<file path="src/rtl/exec_alu_stage.sv">
// exec_alu_stage
//   Execute stage fed by the operand-2 shifter. It checks the ARM condition
//   field against the internal NZCV register and performs one of the sixteen
//   data-processing operations. The result, destination and write enable are
//   registered toward writeback behind a valid/ready handshake. This stage
//   owns the architectural NZCV flags.
//
// Ports
//   clock, reset       rising-edge clock, asynchronous active-high reset
//   in_valid/in_ready  upstream handshake (in_ready = !out_valid || out_ready)
//   cond, opcode       condition field and data-processing opcode
//   s_bit              set-flags request
//   rn_val, src2       first operand and shifted second operand
//   shift_carry        shifter carry-out, used as C by the logical ops
//   rd_addr            destination register
//   out_valid/out_ready downstream handshake toward writeback
//   result, out_rd     registered ALU result and destination
//   wr_en              writeback must write result to out_rd
//   flags_nzcv         current flag register {N,Z,C,V}
module exec_alu_stage #(
    parameter int DATA_W = 32,
    parameter int REG_AW = 4
) (
    input  logic              clock,
    input  logic              reset,
    input  logic              in_valid,
    output logic              in_ready,
    input  logic [3:0]        cond,
    input  logic [3:0]        opcode,
    input  logic              s_bit,
    input  logic [DATA_W-1:0] rn_val,
    input  logic [DATA_W-1:0] src2,
    input  logic              shift_carry,
    input  logic [REG_AW-1:0] rd_addr,
    output logic              out_valid,
    input  logic              out_ready,
    output logic [DATA_W-1:0] result,
    output logic [REG_AW-1:0] out_rd,
    output logic              wr_en,
    output logic [3:0]        flags_nzcv
);

    localparam logic [3:0] OP_AND = 4'h0;
    localparam logic [3:0] OP_EOR = 4'h1;
    localparam logic [3:0] OP_SUB = 4'h2;
    localparam logic [3:0] OP_RSB = 4'h3;
    localparam logic [3:0] OP_ADD = 4'h4;
    localparam logic [3:0] OP_ADC = 4'h5;
    localparam logic [3:0] OP_SBC = 4'h6;
    localparam logic [3:0] OP_RSC = 4'h7;
    localparam logic [3:0] OP_TST = 4'h8;
    localparam logic [3:0] OP_TEQ = 4'h9;
    localparam logic [3:0] OP_CMP = 4'hA;
    localparam logic [3:0] OP_CMN = 4'hB;
    localparam logic [3:0] OP_ORR = 4'hC;
    localparam logic [3:0] OP_MOV = 4'hD;
    localparam logic [3:0] OP_BIC = 4'hE;
    localparam logic [3:0] OP_MVN = 4'hF;

    logic              flag_n, flag_z, flag_c, flag_v;
    logic              accept;
    logic              cond_pass;
    logic              is_test;
    logic              is_arith;
    logic [DATA_W-1:0] op_x, op_y;
    logic              carry_in;
    logic [DATA_W:0]   sum;
    logic [DATA_W-1:0] alu_res;
    logic [3:0]        new_flags;

    assign {flag_n, flag_z, flag_c, flag_v} = flags_nzcv;
    assign in_ready = !out_valid || out_ready;
    assign accept   = in_valid && in_ready;
    assign is_test  = (opcode[3:2] == 2'b10);

    // Condition evaluation against the flags currently held in the register.
    // Flags written by the previous accept are already visible here because
    // they land on the same edge as that accept.
    always_comb begin
        cond_pass = 1'b0;
        unique case (cond)
            4'h0: cond_pass = flag_z;
            4'h1: cond_pass = !flag_z;
            4'h2: cond_pass = flag_c;
            4'h3: cond_pass = !flag_c;
            4'h4: cond_pass = flag_n;
            4'h5: cond_pass = !flag_n;
            4'h6: cond_pass = flag_v;
            4'h7: cond_pass = !flag_v;
            4'h8: cond_pass = flag_c && !flag_z;
            4'h9: cond_pass = !flag_c || flag_z;
            4'hA: cond_pass = (flag_n == flag_v);
            4'hB: cond_pass = (flag_n != flag_v);
            4'hC: cond_pass = !flag_z && (flag_n == flag_v);
            4'hD: cond_pass = flag_z || (flag_n != flag_v);
            4'hE: cond_pass = 1'b1;
            default: cond_pass = 1'b0;
        endcase
    end

    // All arithmetic ops share one adder: the operands are swapped and/or
    // inverted up front so that subtract variants become x + ~y + cin.
    // Carry out of the adder is therefore "no borrow" for subtracts, and the
    // overflow test looks at the already-inverted second operand.
    always_comb begin
        is_arith = 1'b1;
        op_x     = rn_val;
        op_y     = src2;
        carry_in = 1'b0;
        alu_res  = '0;
        unique case (opcode)
            OP_SUB, OP_CMP: begin op_y = ~src2; carry_in = 1'b1; end
            OP_RSB:         begin op_x = src2; op_y = ~rn_val; carry_in = 1'b1; end
            OP_ADD, OP_CMN: carry_in = 1'b0;
            OP_ADC:         carry_in = flag_c;
            OP_SBC:         begin op_y = ~src2; carry_in = flag_c; end
            OP_RSC:         begin op_x = src2; op_y = ~rn_val; carry_in = flag_c; end
            default:        is_arith = 1'b0;
        endcase

        sum = {1'b0, op_x} + {1'b0, op_y} + {{DATA_W{1'b0}}, carry_in};

        unique case (opcode)
            OP_AND, OP_TST: alu_res = rn_val & src2;
            OP_EOR, OP_TEQ: alu_res = rn_val ^ src2;
            OP_ORR:         alu_res = rn_val | src2;
            OP_MOV:         alu_res = src2;
            OP_BIC:         alu_res = rn_val & ~src2;
            OP_MVN:         alu_res = ~src2;
            default:        alu_res = sum[DATA_W-1:0];
        endcase

        new_flags[3] = alu_res[DATA_W-1];
        new_flags[2] = (alu_res == '0);
        if (is_arith) begin
            new_flags[1] = sum[DATA_W];
            new_flags[0] = (op_x[DATA_W-1] == op_y[DATA_W-1]) &&
                           (sum[DATA_W-1] != op_x[DATA_W-1]);
        end else begin
            new_flags[1] = shift_carry;
            new_flags[0] = flag_v;
        end
    end

    // Output register and flag register. An accept always produces an output
    // beat, even when the condition fails, so writeback sees every
    // instruction in order; a failed condition simply carries wr_en=0 and a
    // zero result and leaves the flags alone. When nothing new arrives and
    // the current beat is consumed, only out_valid drops.
    always_ff @(posedge clock or posedge reset) begin
        if (reset) begin
            out_valid  <= 1'b0;
            result     <= '0;
            out_rd     <= '0;
            wr_en      <= 1'b0;
            flags_nzcv <= 4'b0000;
        end else if (accept) begin
            out_valid <= 1'b1;
            out_rd    <= rd_addr;
            if (cond_pass) begin
                result <= alu_res;
                wr_en  <= !is_test;
                if (s_bit || is_test) begin
                    flags_nzcv <= new_flags;
                end
            end else begin
                result <= '0;
                wr_en  <= 1'b0;
            end
        end else if (out_ready) begin
            out_valid <= 1'b0;
        end
    end

endmodule

</file>
<file path="config.mk">
export PLATFORM = sky130hd
export DESIGN_NAME = exec_alu_stage
export DESIGN_NICKNAME = d
export VERILOG_FILES = /design/src/rtl/exec_alu_stage.sv
export SDC_FILE = /design/constraint.sdc
export NUM_CORES = 1
export LEC_CHECK = 0
export ABC_AREA = 1
export BUFFER_PORTS_ARGS = -buffer_cell sky130_fd_sc_hd__buf_4
export CAP_MARGIN = 25
export CORE_UTILIZATION = 59
export CTS_BUF_LIST = sky130_fd_sc_hd__clkbuf_4 sky130_fd_sc_hd__clkbuf_8 sky130_fd_sc_hd__clkbuf_16
export CTS_CLUSTER_DIAMETER = 40
export CTS_CLUSTER_SIZE = 30
export DETAILED_ROUTE_END_ITERATION = 8
export GPL_ROUTABILITY_DRIVEN = 0
export PLACE_DENSITY = 0.82
export SYNTH_ARGS = -nofsm -noshare
export SYNTH_HDL_FRONTEND = slang
export SYNTH_SLANG_ARGS = --single-unit
</file>
<file path="constraint.sdc">
create_clock -name clock -period 3.55 [get_ports clock]
set_input_delay 0.71 -clock clock [delete_from_list [all_inputs] [get_ports clock]]
set_output_delay 0.71 -clock clock [all_outputs]
set_load 0.02 [all_outputs]
</file>
==> run summary <==
status = complete, no violations
Antenna Nets Post-Route = 0
vias in the first global route = 8784
number of cell rows = 40
Syn. warnings = 0
min-delay src = result[2]$_DFFE_PP0P_
die width = 113.3 µm
CP max stage cell = fa_1
Synth cell types = 39
Worst Tran Pin Value = 0.6665 ns
FF+latch count, synth = 42
share of post-route cells with drive strength above 1 = 23.68%
initial core utilization = 60.62%
Max Cap Viol = 0
post-detail-place hpwl = 19.84 mm
Max Clk Rate = 289.7 MHz
Post-synth EDFFs = 0
H-tree depth = 2
Min-Delay Path Class = reg2reg
Setup TNS = 0 ns
Power Density = 350.8 mW/mm²
R2R Setup Slk = 0.55 ns
Setup CP Type = in2reg
crit-path leading delay family = simple AND/OR/NAND/NOR gates
Die Y-Extent = 113.3 µm
ys async rst share = 100.0%
WL/cell = 15.93 µm
IO Pins = 125
Setup crit start = opcode[0]
syn nets = 1463
total wire length = 27.50 mm
Pins Over Slew Limit = 0
setup violators final = 0
Worst setup EP type = flop
grt total ovfl = 0
Worst-path clk slew = 0.06 ns
crit path DAT = 3.67 ns
total CTS buffers = 5
TritonCTS clock tree = done
clock skew = 0.001665 ns
area grow syn2layout = 36.33%
syn_area_per_cell = 5.556 µm²
Top FF cell, synth = dfrtp_1
hold path depth = 2
GR Util All Layers = 40.14%
final core utilization = 82.65%
max incr delay on CP = 0.44 ns
Fin Hold WS = 0.4850 ns
drt pass-1 iters = 7
placed cell count = 1695
nets@finish = 1704
Non-Filler Instances = 1726
worst path bufs/invs = 5
port bufs = 124
Root Driver = clkbuf_16
die area = 0.01284 mm²
placed inst area = 0.009300 mm²
first-pass GRT wire length = 41.64 mm
Worst-Skew Late Latency = 0.28 ns
initial antenna violation count = 0
Slew HR = 55.52%
Mapped Area = 0.007312 mm²
WP depth = 23
post-layout min period = 3.452 ns
core footprint = 0.01206 mm²
crit-path cells = buf_4 > inv_1 > nand2_1 > nor2_2 > buf_4 > nand2_1 > o221ai_4 > fa_2 > inv_1 > fa_1 > inv_2 > nand3_2 > a21boi_1 > nor2_1 > nor2_1 > nand2_1 > nor2_1 > nand3_1 > nor2_1 > nand2_1 > nor2_1 > nand3_1 > nand2_1
required time of the critical path = 3.77 ns
post-synthesis sequential area ratio = 14.37%
peak supply drop = 0.2477 mV
Critical Path Start Type = primary input
Leak = 5.511 nW
r2r worst-path depth = 20
CTS Buffer Depth = 2
Vias = 9989
Initial DRC Count = 1209
# fillers = 894
final hold vios = 0
Crit Path Max Fanout = 8
post-route cell area = 0.009968 mm²
reg-to-reg critical path startpoint = flags_nzcv[1]$_DFFE_PP0P_
diodes inserted = 0
DRC = 0
cells after synthesis = 1316
period utilization = 97.23%
Sink Count = 42
largest net degree at the start of global routing = 57
Vias/cell = 5.787
final timing paths:
| kind | to |
|---|---|
| min reg2reg | result[2]$_DFFE_PP0P_ |
| max in group asynchronous | result[4]$_DFFE_PP0P_ |
| max reg2reg | flags_nzcv[2]$_DFFE_PP0P_ |
| max | flags_nzcv[2]$_DFFE_PP0P_ |
| min | result[2]$_DFFE_PP0P_ |
| min in group asynchronous | result[25]$_DFFE_PP0P_ |
kinds of logic (layout without fill, tap and decap cells):
logic type | count (synthesis) | count (layout) | synth area share [%]
buffers and inverters | 254 | 496 | 13.67
AOI/OAI and AO/OA | 212 | 212 | 18.38
DFF | 42 | 42 | 14.37
and+or+nand+nor | 728 | 728 | 40.45
xor gates and xnor gates | 15 | 15 | 1.797
adders and majority gates | 65 | 65 | 11.33
stage by stage:
step                      setup WS, ns  power (mW)
final                          0.09844       3.497
after floorplan               0.009786       1.815
after global routing          -0.09492       3.712
after global placement       0.0006151       2.689
after detailed placement      -0.07423       2.736
after CTS                       0.1719       3.271
metal layers:
metal	GRT usage [%]	share of wire, %	vias to the layer above
met5	0	0	-
met3	6.909	13	114
met2	65.73	44	686
met4	14.04	4.5	0
met1	53.23	39	4436
li1	-	-	4753
sequential cells by signal, summed over array words and instances (netlist names):
name	cells
flags_nzcv	4
out_rd	4
out_valid	1
result	32
wr_en	1
Yosys cell counts (4+ instances only):
master / number / share of area, %
a211oi_1: 4 / 0.41
a21oi_1: 43 / 2.9
a22o_1: 21 / 2.5
a31oi_1: 6 / 0.51
buf_2: 10 / 0.68
clkbuf_1: 23 / 1.2
dfrtp_1: 42 / 14
ha_1: 63 / 11
inv_1: 210 / 11
nand2_1: 492 / 25
nand3_1: 73 / 5.0
nand3b_1: 8 / 0.82
nand4_1: 18 / 1.5
nor2_1: 105 / 5.4
nor2_2: 4 / 0.34
nor3_1: 18 / 1.2
o2111ai_1: 9 / 1.1
o211ai_1: 4 / 0.41
o21ai_0: 83 / 5.7
o221ai_1: 34 / 4.1
xor2_1: 14 / 1.7
worst min-delay path, delay by kind of cell (launching register included):
kind	cells	cell delay, ns
compound gates	1	0.06
simple gates	1	0.05
flops	1	0.34
report_power, final:
group | total [mW] | switching, mW | internal, mW
combinational | 2.30 | 1.32 | 0.976
sequential | 0.693 | 0.0941 | 0.599
clock | 0.508 | 0.179 | 0.329
total | 3.50 | 1.59 | 1.90
area by class of cell:
| class | count | area [µm²] | share of cell area (%) |
|---|---|---|---|
| tap | 168 | 210.2 | 2.109 |
| multi-input combinational | 1020 | 5544 | 55.62 |
| timing repair buffer | 274 | 2188 | 21.95 |
| clock buffer | 5 | 125.1 | 1.255 |
| clock inverter | 3 | 40.04 | 0.4017 |
| inverter | 214 | 809.5 | 8.121 |
| sequential | 42 | 1051 | 10.54 |
layout by cell type (no fill, tap or decap), types with 5 or more instances in the layout:
cell type and instances:
o2111ai_1 9, nand3_2 5, buf_4 264, nor3_1 12
a21oi_1 31, nand3b_1 8, a21oi_2 12, nor3_2 6
a22o_1 21, a31oi_1 5, nor2_4 5, nor2_1 85
inv_1 208, nor2_2 19, xor2_1 14, buf_12 6
clkbuf_16 8, o21ai_0 81, nand2_1 471, nand2_2 24
o221ai_1 32, dfrtp_1 42, nand4_1 18, nand3_1 68
ha_1 60
timing repair:
item                                    4_1_cts  5_1_grt
hold buffers                                  0        0
endpoints found under the setup margin        0       11
gates resized for setup                       0       82
buffers inserted                              0       19
Note: power is estimated with default switching activity, not from simulation.
